===== src/rtl/fft8_frame_loader.sv =====
// Serial-to-parallel loader for the 8-point FFT: collects eight complex samples
// into a fill buffer and copies them atomically to held output registers.
module fft8_frame_loader #(
   parameter int DW   = 5,
   parameter int HOLD = 9
) (
   input  logic          clk,
   input  logic          rst_n,
   input  logic          s_valid,
   output logic          s_ready,
   input  logic [DW-1:0] s_re,
   input  logic [DW-1:0] s_im,
   input  logic          s_last,
   output logic [DW-1:0] x_r_0,
   output logic [DW-1:0] x_r_1,
   output logic [DW-1:0] x_r_2,
   output logic [DW-1:0] x_r_3,
   output logic [DW-1:0] x_r_4,
   output logic [DW-1:0] x_r_5,
   output logic [DW-1:0] x_r_6,
   output logic [DW-1:0] x_r_7,
   output logic [DW-1:0] x_i_0,
   output logic [DW-1:0] x_i_1,
   output logic [DW-1:0] x_i_2,
   output logic [DW-1:0] x_i_3,
   output logic [DW-1:0] x_i_4,
   output logic [DW-1:0] x_i_5,
   output logic [DW-1:0] x_i_6,
   output logic [DW-1:0] x_i_7,
   output logic          frame_stb,
   output logic          err_sync,
   output logic [7:0]    frame_cnt
);

   // ST_IDLE exists only so s_ready is low during reset and rises one edge later.
   typedef enum logic [1:0] {
      ST_IDLE,
      ST_FILL,
      ST_WAIT
   } state_t;

   localparam logic [7:0] HOLD_C   = 8'(HOLD);
   localparam logic [7:0] HOLD_SAT = 8'hFF;
   localparam logic [2:0] IDX_LAST = 3'd7;

   state_t        state;
   state_t        state_nxt;
   logic [2:0]    idx;
   logic [7:0]    hold_cnt;
   logic          hold_ok;
   logic          accept;
   logic          load;
   logic          early_last;

   logic [DW-1:0] fill_re [8];
   logic [DW-1:0] fill_im [8];
   logic [DW-1:0] out_re  [8];
   logic [DW-1:0] out_im  [8];

   // hold_cnt is the number of edges elapsed since the last load, counting the coming edge.
   assign hold_ok    = (hold_cnt >= HOLD_C);
   assign early_last = accept && s_last && (idx != IDX_LAST);

   // NOTE: sequential state uses non-blocking assignments so every flop samples pre-edge values.
   always_ff @(posedge clk or negedge rst_n) begin
      if (!rst_n) begin
         state <= ST_IDLE;
      end else begin
         state <= state_nxt;
      end
   end

   // NOTE: default assignment first so no path through the case leaves state_nxt unassigned (no latch).
   always_comb begin
      state_nxt = state;
      case (state)
         ST_IDLE: state_nxt = ST_FILL;
         ST_FILL: if (accept && (idx == IDX_LAST)) state_nxt = ST_WAIT;
         ST_WAIT: if (hold_ok) state_nxt = ST_FILL;
         default: state_nxt = ST_IDLE;
      endcase
   end

   always_comb begin
      s_ready = (state == ST_FILL);
      accept  = s_ready && s_valid;
      load    = (state == ST_WAIT) && hold_ok;
   end

   always_ff @(posedge clk or negedge rst_n) begin
      if (!rst_n) begin
         idx       <= '0;
         hold_cnt  <= HOLD_SAT;
         frame_stb <= 1'b0;
         err_sync  <= 1'b0;
         frame_cnt <= '0;
      end else begin
         frame_stb <= load;
         err_sync  <= early_last;

         if (load) begin
            idx <= '0;
         end else if (accept) begin
            idx <= early_last ? 3'd0 : idx + 3'd1;
         end

         if (load) begin
            hold_cnt <= 8'd1;
         end else if (hold_cnt != HOLD_SAT) begin
            hold_cnt <= hold_cnt + 8'd1;
         end

         if (load) begin
            frame_cnt <= frame_cnt + 8'd1;
         end
      end
   end

   // NOTE: the fill buffer is left unreset on purpose; every slot is rewritten before it can be loaded.
   always_ff @(posedge clk) begin
      if (accept) begin
         fill_re[idx] <= s_re;
         fill_im[idx] <= s_im;
      end
   end

   always_ff @(posedge clk or negedge rst_n) begin
      if (!rst_n) begin
         for (int k = 0; k < 8; k++) begin
            out_re[k] <= '0;
            out_im[k] <= '0;
         end
      end else if (load) begin
         out_re <= fill_re;
         out_im <= fill_im;
      end
   end

   assign x_r_0 = out_re[0];
   assign x_r_1 = out_re[1];
   assign x_r_2 = out_re[2];
   assign x_r_3 = out_re[3];
   assign x_r_4 = out_re[4];
   assign x_r_5 = out_re[5];
   assign x_r_6 = out_re[6];
   assign x_r_7 = out_re[7];
   assign x_i_0 = out_im[0];
   assign x_i_1 = out_im[1];
   assign x_i_2 = out_im[2];
   assign x_i_3 = out_im[3];
   assign x_i_4 = out_im[4];
   assign x_i_5 = out_im[5];
   assign x_i_6 = out_im[6];
   assign x_i_7 = out_im[7];

endmodule


===== config.mk =====
export PLATFORM = sky130hd
export DESIGN_NAME = fft8_frame_loader
export DESIGN_NICKNAME = d
export VERILOG_FILES = /design/src/rtl/fft8_frame_loader.sv
export SDC_FILE = /design/constraint.sdc
export NUM_CORES = 1
export LEC_CHECK = 0
export CORE_MARGIN = 5
export CORE_UTILIZATION = 30
export DETAILED_ROUTE_END_ITERATION = 10
export PLACE_DENSITY = 0.56
export SLEW_MARGIN = 20
export SYNTH_ARGS = -nofsm -noshare
export SYNTH_HDL_FRONTEND = slang
export SYNTH_SLANG_ARGS = --single-unit

===== constraint.sdc =====
create_clock -name clk -period 3.21 [get_ports clk]
set_clock_uncertainty 0.1 [all_clocks]
set_input_delay 0.642 -clock clk [delete_from_list [all_inputs] [get_ports clk]]
set_output_delay 0.642 -clock clk [all_outputs]
set_load 0.005 [all_outputs]

== Word-level counts from Yosys, hierarchy flattened ==
Index checks and enable logic that the tools add are counted.

* Input port bits: 14
* Logic and storage cells: 74
* Latch bits: 0
* Memories kept: 0
* Output and inout bits: 91
* Bits in writable memories: 0
* Register bits: 183
* Bits in read-only memories: 0

* $add $sub $neg: 3
* Reductions and logical operators: 10
* Div/mod/pow operators: 0
* Multipliers: 0
* Bitwise logic cells: 1
* Shift operators: 0
* Order comparisons: 3
* Multiplexer cells: 12
* Eq/ne operators: 7

{| class="wikitable"
|+ Operators by type and width
! cell !! count
|-
| 40-bit bitwise mux || 2
|-
| 8-bit by 1-bit adder with 8-bit output (second input constant) || 2
|-
| 8-bit 2-to-1 mux || 2
|-
| 5-bit demux with 3-bit select || 1
|-
| 3-bit 2-to-1 mux || 3
|-
| 8-bit by 4-bit greater-or-equal comparator with 1-bit output (second input constant) || 1
|-
| 8-bit != test (second input constant) || 1
|-
| 1-bit logical AND || 6
|-
| 2-bit case mux with 3 select lines || 1
|-
| 5-bit 2-to-1 mux || 1
|-
| 4-bit greater-or-equal comparator (second input constant) || 1
|-
| 4-bit by 1-bit less-than comparator with 1-bit output (second input constant) || 1
|-
| 2-bit 2-to-1 mux || 2
|-
| 3-bit inverter with 4-bit output || 1
|-
| 2-bit nonzero test || 2
|-
| 3-bit by 1-bit adder with 3-bit output (second input constant) || 1
|-
| 3-bit equality test (second input constant) || 1
|-
| 3-bit != test (second input constant) || 1
|-
| 2-bit by 1-bit equality test with 1-bit output (second input constant) || 1
|-
| 2-bit equality test (second input constant) || 1
|-
| 2-bit zero test || 1
|-
| 2-bit by 1-bit != test with 1-bit output (second input constant) || 1
|-
| 2-bit != test (second input constant) || 1
|-
| 2-bit AND reduction || 1
|}

== Logic depth before layout (Yosys ltp) ==
* Depth after elaboration: 7
* Gate-level depth with buffers: 9
* Gate-level depth less buffers: 6

== Worst setup path before layout ==
Ideal clock, no wire load.

* Path type: in2reg
* Start: in s_valid
* End: reg fill_im[35] (netlist bit), enable pin
* Required time: 2.706 ns
* Slack: 0.807 ns
* Arrival: 1.899 ns
* Library setup time: 0.404 ns
* Cell stages on the path: 2
* Path buffers: 0
* Path through: nand3b_1 > nor4_1

* Word-level cells in the longest chain between the ends: 1

{| class="wikitable"
|+ RTL lines
! item !! line !! source
|-
| start, declared || 9 || <nowiki>input logic s_valid,</nowiki>
|-
| 1-bit logical AND || 86 || <nowiki>accept = s_ready && s_valid;</nowiki>
|-
| end signal, assigned by index || 123 || <nowiki>fill_im[idx] <= s_im;</nowiki>
|-
| end, declared || 56 || <nowiki>logic [DW-1:0] fill_im [8];</nowiki>
|}

Every way passes these cells.
A chain may end at the register's enable or synchronous reset.

== Final worst setup path ==
* Start: reg hold_cnt[1]
* End: reg out_im, in the netlist x_i_6[1]

* Word-level cells in the longest chain between the ends: 2

{| class="wikitable"
|+ RTL lines
! item !! line !! source
|-
| start, declared || 49 || <nowiki>logic [7:0] hold_cnt;</nowiki>
|-
| start signal, assigned || 110 || <nowiki>hold_cnt <= hold_cnt + 8'd1;</nowiki>
|-
| 8-bit by 4-bit greater-or-equal comparator with 1-bit output || 61 || <nowiki>assign hold_ok = (hold_cnt >= HOLD_C);</nowiki>
|-
| 1-bit logical AND || 87 || <nowiki>load = (state == ST_WAIT) && hold_ok;</nowiki>
|-
| end signal, assigned || 135 || <nowiki>out_im <= fill_im;</nowiki>
|-
| end, declared || 58 || <nowiki>logic [DW-1:0] out_im [8];</nowiki>
|}

Every way passes these cells.

==> flow_summary.json <==
{
  "outcome": "finished clean",
  "path_clk_slew_ns": 0.07,
  "yosys.cell_types.count": 35,
  "core_area_um2": 21690,
  "grt_pass1_vias": 3659,
  "max_stage_delay_ns": 0.56,
  "seqPwrFrac": 0.524,
  "yosysSeqAreaShare": 0.7602,
  "hold_path_class": "input pin to asynchronous set/reset pin",
  "fin_ws_ns": 0.6059,
  "syn_to_final_growth_pct": 32.29,
  "top_level_ports": 105,
  "final_cell_mix": "clkdlybuf4s50_1 (103), dfrtp_1 (95), edfxtp_1 (80)",
  "grt_util_all_layers": 0.1175,
  "cts.sinks": 183,
  "root_buffer": "clkbuf_16",
  "max_slew_margin": 0.3873,
  "drv_cap": 0,
  "ys_ff_latch": 183,
  "synth-edff-count": 80,
  "p_int_w": 0.003829,
  "gp_congestion": 0.7737,
  "final_util": 0.4004,
  "io_buffers": 104,
  "drc": 0,
  "dr.pass1.iters": 4,
  "critPathLaunchType": "register",
  "total_power_w": 0.004844,
  "combPwrFrac": 0.029,
  "num_vias": 3521,
  "die_area_um2": 24940,
  "critPathMaxFanout": 55,
  "start_util": 0.3026,
  "wire_per_inst_um": 18.16,
  "cts_buffers": 17,
  "setup_violations": 0,
  "first_iter_violations": 215,
  "synth_area_um2": 6564,
  "regToRegSetupSlack_ns": 0.61,
  "vdd_ir_drop_max_mv": 0.3545,
  "ctsResizeCount": 0,
  "htree_levels": 4,
  "required_ns": 3.42,
  "fmax_ghz": 0.3840,
  "final_common_cell": "clkdlybuf4s50_1",
  "fp.dieW_um": 157.9,
  "fin_crit_sh": 0.8113,
  "finalHoldViolCount": 0,
  "maxSlewViolCount": 0,
  "setup-tns-final_ns": 0,
  "grt_pass1_wl_um": 21940,
  "grt_max_degree": 67,
  "cts_tree": "done",
  "final_nets": 513,
  "fp-row-count": 54,
  "reg2regPathDepth": 6,
  "syn_nets": 386,
  "p_leak_nw": 3.632,
  "p_sw_w": 0.001015,
  "min_period_ns": 2.604,
  "clk_latency_ns": 0.42,
  "routed_wl_um": 14270,
  "ys_warn_count": 0,
  "critical_path_arrival_ns": 2.81,
  "ctsHoldBuffers": 0,
  "ant_nets": 0,
  "cts_setup_buffers": 0,
  "reg2reg_from": "hold_cnt[1]",
  "power.density_nw_per_um2": 557.8,
  "gr-total-overflow": 0,
  "critical_path.endpoint_type": "register",
  "dp_slack_ns": 0.5234,
  "r2r-end": "x_i_6[1]",
  "antenna_cells": 0,
  "drive_gt1_frac": 0.2885,
  "synth_ff_type": "dfrtp_1",
  "async_reset_ff_frac": 0.5628,
  "dp_hpwl_um": 9803,
  "die_y_um": 157.9,
  "crit_slowest_cell": "dfstp_2",
  "switching_share": 0.2096,
  "clockBufferDepth": 2,
  "grt_antenna_before_repair": 0,
  "crit_type": "register to register",
  "tightest_slew_ns": 0.9190,
  "grt_setup_unrepaired": "false",
  "via_per_inst": 4.480,
  "avgSynthCellArea_um2": 17.93,
  "path_cells": "inv_1 -> ha_1 -> or3b_2 -> a22o_4 -> buf_12 -> mux2_2",
  "p_clk_frac": 0.447,
  "synthCells": 366
}
worst max path at each step:
stage / slack (ns) / endpoint / start
3_5_place_dp: 0.52 / fill_im[7] / s_valid
4_1_cts: 0.62 / x_i_2[2] / hold_cnt[1]
3_3_place_gp: 0.59 / fill_re[6] / s_valid
2_1_floorplan: 0.81 / fill_im[35] / s_valid
5_1_grt: 0.50 / x_r_4[4] / hold_cnt[1]
6_report: 0.61 / x_i_6[1] / hold_cnt[1]
critical path, delay by kind of cell (launching register included):
kind | cells | cell delay (ns)
buffers and inverters | 2 | 0.34
DFF | 1 | 0.56
AOI/OAI and AO/OA | 1 | 0.43
and+or+nand+nor | 1 | 0.47
adders and majority gates | 1 | 0.17
muxes | 1 | 0.32
Yosys cell counts (all sizes together), types with 4 or more instances:
| master | count | area, um2 |
|---|---|---|
| edfxtp | 80 | 2402 |
| dfrtp | 95 | 2377 |
| a21oi | 4 | 20.02 |
| ha | 6 | 75.07 |
| and3 | 10 | 62.56 |
| buf | 11 | 73.82 |
| xnor2 | 6 | 52.55 |
| nor2 | 13 | 48.80 |
| nand3 | 5 | 25.02 |
| nand2 | 8 | 30.03 |
| nor3 | 7 | 35.03 |
| dfstp | 8 | 210.2 |
| nand2b | 4 | 25.02 |
| mux2 | 81 | 927.1 |
cells by family (layout without fill, tap and decap cells):
logic type,Yosys count,count (layout),synth area share
XOR/XNOR,8,8,0.01068
buffers and inverters,15,155,0.01353
multiplexers,83,83,0.1443
AND/OR/NAND/NOR,58,58,0.04728
flip-flops,183,183,0.7602
AO/OA/AOI/OAI,13,13,0.01258
adder cells (fa/ha/maj),6,6,0.01144
final cells by class:
class | count | area (um2)
clock buffers | 21 | 493.0
clock inverters | 11 | 135.1
fillers | 1957 | 13010
inverters | 3 | 11.26
multi-input cells | 168 | 1520
flip-flops and latches | 183 | 4990
well taps | 280 | 350.3
repair buffers | 120 | 1184
state kept, by name, summed over array words and instances, names as in the netlist, 8 cells and up:
signal     cells
fill_re       40
frame_cnt      8
fill_im       40
hold_cnt       8
stage by stage:
step | hold slack (ns) | std cells | instance area, um2
after floorplan | 0.2464 | 366 | 6564
after global placement | 0.3561 | 754 | 8055
after detailed placement | 0.3637 | 754 | 8055
after CTS | 0.2765 | 786 | 8683
after global routing | 0.3195 | 786 | 8683
final | 0.2367 | 786 | 8683
routing by layer:
| layer | track usage | share of wire | vias to the layer above |
|---|---|---|---|
| met5 | 0 | 0 | - |
| met4 | 0.03195 | 0.0076 | 0 |
| met2 | 0.1842 | 0.48 | 74 |
| li1 | - | - | 1592 |
| met3 | 0.03581 | 0.051 | 7 |
| met1 | 0.1595 | 0.46 | 1848 |
power by group through the flow:
stage                     clock, W  sequential, W  combinational [W]
after detailed placement         0        0.00258           0.000145
after global routing       0.00232        0.00254           0.000158
after floorplan                  0        0.00257          0.0000399
final                      0.00217        0.00254           0.000139
after CTS                  0.00222        0.00254           0.000146
after global placement           0        0.00258           0.000141
(Power assumes the default switching activity.)
